--- src/rtl/bus_src_pkg.sv ---
// bus_src_pkg: shared source-code constants, FSM state encoding and the
// unmapped-code predicate for the bus source selector.
package bus_src_pkg;

  localparam logic [3:0] SEL_SP  = 4'h1;
  localparam logic [3:0] SEL_MEM = 4'h2;
  localparam logic [3:0] SEL_IMM = 4'h3;
  localparam logic [3:0] SEL_MAR = 4'h4;
  localparam logic [3:0] SEL_MDR = 4'h5;
  localparam logic [3:0] SEL_PR1 = 4'h6;
  localparam logic [3:0] SEL_PR2 = 4'h7;
  localparam logic [3:0] SEL_PR3 = 4'h8;
  localparam logic [3:0] SEL_COL = 4'h9;
  localparam logic [3:0] SEL_ROW = 4'hA;
  localparam logic [3:0] SEL_R1  = 4'hB;
  localparam logic [3:0] SEL_R2  = 4'hC;

  typedef enum logic [1:0] {
    ST_IDLE     = 2'd0,
    ST_MEM_WAIT = 2'd1,
    ST_DRIVE    = 2'd2
  } state_t;

  // Codes 0000 and 1101-1111 have no source behind them.
  function automatic logic is_unmapped(input logic [3:0] code);
    return (code == 4'h0) || (code > SEL_R2);
  endfunction

endpackage

--- src/rtl/bus_src_mem_wait.sv ---
// bus_src_mem_wait: data-memory read handshake. Raises mem_rd_req on start,
// captures mem_data on mem_ready, or aborts after MEM_TIMEOUT wait edges.
// done/err are single-cycle indications to the owning FSM; ready beats timeout.
module bus_src_mem_wait #(
  parameter int DATA_W      = 8,
  parameter int MEM_TIMEOUT = 15
) (
  input  logic              clk,
  input  logic              rst,
  input  logic              start,
  input  logic              mem_ready,
  input  logic [DATA_W-1:0] mem_data,
  output logic              mem_rd_req,
  output logic [DATA_W-1:0] hold_reg,
  output logic              done,
  output logic              err
);

  localparam int CNT_W = $clog2(MEM_TIMEOUT + 1);
  localparam logic [CNT_W-1:0] CNT_LAST = CNT_W'(MEM_TIMEOUT - 1);

  logic [CNT_W-1:0] cnt;
  logic             timeout_hit;

  // The edge that would take the counter to MEM_TIMEOUT is the abort edge.
  assign timeout_hit = (cnt == CNT_LAST);
  assign done        = mem_rd_req & (mem_ready | timeout_hit);
  assign err         = mem_rd_req & ~mem_ready & timeout_hit;

  // Request, wait counter and captured read data.
  always_ff @(posedge clk or posedge rst) begin
    if (rst) begin
      mem_rd_req <= 1'b0;
      cnt        <= '0;
      hold_reg   <= '0;
    end else if (start) begin
      mem_rd_req <= 1'b1;
      cnt        <= '0;
    end else if (mem_rd_req) begin
      if (mem_ready) begin
        hold_reg   <= mem_data;
        mem_rd_req <= 1'b0;
        cnt        <= '0;
      end else if (timeout_hit) begin
        hold_reg   <= '0;
        mem_rd_req <= 1'b0;
        cnt        <= '0;
      end else begin
        cnt <= cnt + CNT_W'(1);
      end
    end
  end

endmodule

--- src/rtl/bus_source_select.sv ---
// bus_source_select: latches a source code on EN_OP and drives the chosen
// register, memory read data or immediate onto a registered bus.
// Optional macro BUS_SRC_ILLEGAL_CHK_EN: reject unmapped codes (illegal_sel).
//
// state     | meaning
// ST_IDLE   | no source selected, bus held at 0
// ST_MEM_WAIT | memory read outstanding, bus held at 0, EN_OP ignored
// ST_DRIVE  | bus follows the latched source, gated by EN_OUT
module bus_source_select
  import bus_src_pkg::*;
#(
  parameter int DATA_W      = 8,
  parameter int MEM_TIMEOUT = 15
) (
  input  logic              clk,
  input  logic              rst,
  input  logic [3:0]        sel,
  input  logic              EN_OP,
  input  logic              EN_OUT,
  input  logic [DATA_W-1:0] src_sp,
  input  logic [DATA_W-1:0] src_mar,
  input  logic [DATA_W-1:0] src_mdr,
  input  logic [DATA_W-1:0] src_pr1,
  input  logic [DATA_W-1:0] src_pr2,
  input  logic [DATA_W-1:0] src_pr3,
  input  logic [DATA_W-1:0] src_col,
  input  logic [DATA_W-1:0] src_row,
  input  logic [DATA_W-1:0] src_r1,
  input  logic [DATA_W-1:0] src_r2,
  input  logic [DATA_W-1:0] src_imm,
  output logic              mem_rd_req,
  input  logic              mem_ready,
  input  logic [DATA_W-1:0] mem_data,
  output logic [DATA_W-1:0] bus_out,
  output logic              bus_valid,
  output logic              busy,
  output logic              mem_err,
  output logic              illegal_sel
);

  state_t            state;
  logic [3:0]        src_reg;
  logic [DATA_W-1:0] src_val;
  logic [DATA_W-1:0] hold_reg;
  logic              mem_start;
  logic              mem_done;
  logic              mem_abort;

  assign busy      = (state == ST_MEM_WAIT);
  assign mem_start = (state != ST_MEM_WAIT) && EN_OP && (sel == SEL_MEM);

  bus_src_mem_wait #(
    .DATA_W      (DATA_W),
    .MEM_TIMEOUT (MEM_TIMEOUT)
  ) u_mem_wait (
    .clk        (clk),
    .rst        (rst),
    .start      (mem_start),
    .mem_ready  (mem_ready),
    .mem_data   (mem_data),
    .mem_rd_req (mem_rd_req),
    .hold_reg   (hold_reg),
    .done       (mem_done),
    .err        (mem_abort)
  );

  // Register sources are sampled live; memory uses the captured read data.
  always_comb begin
    src_val = '0;
    case (src_reg)
      SEL_SP:  src_val = src_sp;
      SEL_MEM: src_val = hold_reg;
      SEL_IMM: src_val = src_imm;
      SEL_MAR: src_val = src_mar;
      SEL_MDR: src_val = src_mdr;
      SEL_PR1: src_val = src_pr1;
      SEL_PR2: src_val = src_pr2;
      SEL_PR3: src_val = src_pr3;
      SEL_COL: src_val = src_col;
      SEL_ROW: src_val = src_row;
      SEL_R1:  src_val = src_r1;
      SEL_R2:  src_val = src_r2;
      default: src_val = '0;
    endcase
  end

`ifndef BUS_SRC_ILLEGAL_CHK_EN
  assign illegal_sel = 1'b0;
`endif

  // Control FSM with registered bus outputs and status flags.
  always_ff @(posedge clk or posedge rst) begin
    if (rst) begin
      state     <= ST_IDLE;
      src_reg   <= 4'h0;
      bus_out   <= '0;
      bus_valid <= 1'b0;
      mem_err   <= 1'b0;
`ifdef BUS_SRC_ILLEGAL_CHK_EN
      illegal_sel <= 1'b0;
`endif
    end else begin
      case (state)
        ST_IDLE, ST_DRIVE: begin
          if (state == ST_DRIVE) begin
            bus_out   <= EN_OUT ? src_val : '0;
            bus_valid <= EN_OUT;
          end else begin
            bus_out   <= '0;
            bus_valid <= 1'b0;
          end
          if (EN_OP) begin
            mem_err <= 1'b0;
`ifdef BUS_SRC_ILLEGAL_CHK_EN
            if (is_unmapped(sel)) begin
              illegal_sel <= 1'b1;
              state       <= ST_IDLE;
            end else begin
              illegal_sel <= 1'b0;
              src_reg     <= sel;
              state       <= (sel == SEL_MEM) ? ST_MEM_WAIT : ST_DRIVE;
            end
`else
            src_reg <= sel;
            state   <= (sel == SEL_MEM) ? ST_MEM_WAIT : ST_DRIVE;
`endif
          end
        end
        ST_MEM_WAIT: begin
          bus_out   <= '0;
          bus_valid <= 1'b0;
          if (mem_done) begin
            state   <= ST_DRIVE;
            mem_err <= mem_abort;
          end
        end
        default: begin
          state     <= ST_IDLE;
          bus_out   <= '0;
          bus_valid <= 1'b0;
        end
      endcase
    end
  end

endmodule
--- config.mk ---
export PLATFORM = sky130hd
export DESIGN_NAME = bus_source_select
export DESIGN_NICKNAME = d
export VERILOG_FILES = /design/src/rtl/bus_src_pkg.sv /design/src/rtl/bus_src_mem_wait.sv /design/src/rtl/bus_source_select.sv
export SDC_FILE = /design/constraint.sdc
export NUM_CORES = 1
export LEC_CHECK = 0
export ABC_AREA = 1
export BUFFER_PORTS_ARGS = -buffer_cell sky130_fd_sc_hd__buf_2
export CAP_MARGIN = 5
export CORE_ASPECT_RATIO = 0.5
export CORE_MARGIN = 2
export CORE_UTILIZATION = 46
export DETAILED_ROUTE_END_ITERATION = 16
export PLACE_DENSITY_LB_ADDON = 0.12
export SLEW_MARGIN = 10
export SYNTH_ARGS = -nofsm -noshare
export SYNTH_HDL_FRONTEND = slang
export SYNTH_SLANG_ARGS = --single-unit
--- constraint.sdc ---
create_clock -name clk -period 1.8 [get_ports clk]
set_input_delay 0.27 -clock clk [delete_from_list [all_inputs] [get_ports clk]]
set_output_delay 0.27 -clock clk [all_outputs]
set_load 0.005 [all_outputs]
==> results.ini <==
[final_layout]
antennaDiodeCount = 0
fin_util_pct = 65.73
drive_above_1_share_pct = 33.84
design_area_mm2 = 0.002978
layout.nets = 571
final_cells = 530
fillers = 466
area_delta_synth_final_pct = 33.93

[global_route]
grt_usage_pct = 25.56
grt_pass1_wl_um = 10490
grt_max_degree = 30
grt_overflow_total = 0
antenna_found_initial = 0
grt_pass1_vias = 2280

[logic_synthesis]
yosys_warnings = 0
synth_area_mm2 = 0.002223
synth.avg_cell_area_um2 = 6.463
yosysTopAreaCell = dfrtp_1
yosysUniqueCellTypes = 26
synth.area.top_cells = dfrtp_1 (33%), nand3_1 (21%), nand2_1 (18%)
ys_ff_latch = 29
synth_top_cell_area_share_pct = 32.64
yosysSeqAreaShare_pct = 32.64
synthCells = 344
synthesis.nets = 451

[timing]
whs_ns = 0.04926
setup_viol = 0
slew_violations = 0
finalHoldViolCount = 0
rsz0062_at_grt = false
layout_setup_ws_ns = 0.1708
clock_skew_ns = 0.006968
min_period_over_period_pct = 90.51
setup_tns_ns = 0
fmax_mhz = 613.8
layout_min_cycle_time_ns = 1.629

[floorplanning]
chipHeight_um = 53.16
initial_core_util_pct = 49.07
fp.dieArea_mm2 = 0.005439
core-area_mm2 = 0.004531
std_cell_rows = 17
ioPinCount = 118
fp.dieW_um = 102.3

[drt]
vias_per_cell = 4.975
vias = 2637
antenna_left = 0
wirelength_um = 6996
first_iter_violations = 173
dr.pass1.iters = 5
dr_wl_met2_um = 3086
drc = 0
wl_met3_um = 620
dr.max_layer_used = met4
wl_met1_um = 3263
avgRoutedWirePerCell_um = 13.20

[setup_path]
cp.arrival_ns = 1.85
critPathRequiredTime_ns = 2.02
ff2ff_setup_slack_ns = 0.17
timing.rr.start = src_reg[0]$_DFFE_PP0P_
start_kind = register
crit_slowest_cell = dfrtp_1
worstPathMaxFanout = 13
slowest_delay_ns = 0.40
r2r_cells = 7
cp-end-kind = register
path_class = reg -> reg
r2r-end = bus_out[6]$_DFF_PP0_
critPathMostFrequentCell = buf_4
crit_path_cell_trace = buf_4 -> nor2_2 -> buf_4 -> o21ai_1 -> a211oi_4 -> nand2_1 -> inv_1

[clocking]
clk_latency_ns = 0.28
cts_num_sinks = 29
tritoncts = built
htreeDepth = 2
cts_made_buffers = 5
cts-root-buf = clkbuf_8
clk_pin_slew_ns = 0.07
clock_path_buffers = 2
postCtsSetupBuffers = 0

[place]
place_area_mm2 = 0.002867
dp.cells = 523
hpwl_um = 5400
dp_slack_ns = -0.1267
io_buffer_count = 116
gp_congestion = 0.9087

[power]
p_total_mw = 1.447
leakage_nw = 1.804
cellPowerDensity_mw_per_mm2 = 486.1
ir_worst_vdd_v = 0.0003987

[worst_hold_path]
hp-class = in -> async

[outcome]
outcome = completed

[flow_run]
drv_cap = 0

[metal layers]
metal  global-route usage (%)  up-vias
li1                         -     1356
met1                    36.21     1170
met2                    42.00      107
met3                    5.284        4
met4                    2.444        0
met5                        0        -
[cells in the final DEF, fill, tap and decap left out, types with 5 or more instances in the layout]
cell / n
buf_2: 116
inv_1: 23
nor2_1: 34
buf_4: 13
o21ai_0: 5
dfrtp_1: 29
clkbuf_8: 5
nand3_1: 92
nand2_1: 108
o21ai_2: 8
[cell families after synthesis]
logic type,Yosys count,synth area share [%]
xor gates and xnor gates,1,0.3940
buffers and inverters,43,9.848
adders and majority gates,2,1.125
and+or+nand+nor,247,48.96
AOI/OAI and AO/OA,21,6.865
DFF,29,32.64
other,1,0.1687
[how the worst max path moves through the flow]
stage / to / cells past startpoint / slack [ns] / start
final: bus_out[6]$_DFF_PP0_ / 7 / 0.17 / src_reg[0]$_DFFE_PP0P_
after global routing: bus_out[2]$_DFF_PP0_ / 7 / 0.02 / src_reg[0]$_DFFE_PP0P_
after CTS: bus_out[6]$_DFF_PP0_ / 7 / 0.20 / src_reg[0]$_DFFE_PP0P_
after detailed placement: bus_out[2]$_DFF_PP0_ / 8 / -0.13 / src_reg[1]$_DFFE_PP0P_
after global placement: bus_out[5]$_DFF_PP0_ / 7 / -0.03 / src_reg[0]$_DFFE_PP0P_
after floorplan: u_mem_wait.hold_reg[5]$_DFFE_PP0P_ / 10 / 0.41 / u_mem_wait.cnt[0]$_DFFE_PP0P_
[area by class of cell]
class | count | area [µm²] | share of cell area (%)
multi-input combinational | 272 | 1286 | 43.19
sequential | 29 | 725.7 | 24.37
timing repair buffer | 129 | 678.2 | 22.77
inverter | 27 | 101.3 | 3.403
tap | 66 | 82.58 | 2.773
clock buffer | 5 | 68.82 | 2.311
clock inverter | 2 | 35.03 | 1.176
[worst max-delay path: cells and delay by family (launching register included)]
kind            cells  cell delay, ns
compound gates      2            0.50
buf+inv             3            0.46
flops               1            0.40
simple gates        2            0.22
[synthesized netlist by cell type]
cell type	number
o21ai_0	5
inv_2	3
dfrtp_1	29
nand3_2	1
xnor2_1	1
o21ai_2	8
nor2_2	2
a211oi_4	1
o22ai_1	2
nand3_1	92
a21oi_1	4
inv_1	23
o21ai_1	1
nor3_1	2
buf_2	7
buf_6	4
nand2_2	2
conb_1	1
nor2_1	35
nor2_4	3
buf_4	5
and2_1	1
ha_1	2
nand4_1	1
nand2_1	108
clkinv_1	1
[repair_timing]
action                     4_1_cts  5_1_grt
gates resized for setup          1        1
hold buffers                     0        0
setup endpoints to repair        8        1
[where the power goes]
part,internal (mW),switching (mW),total [mW]
Sequential,0.652,0,0.652
Combinational,0.0829,0.0623,0.145
Clock,0.402,0.249,0.650
(Power assumes the default switching activity.)
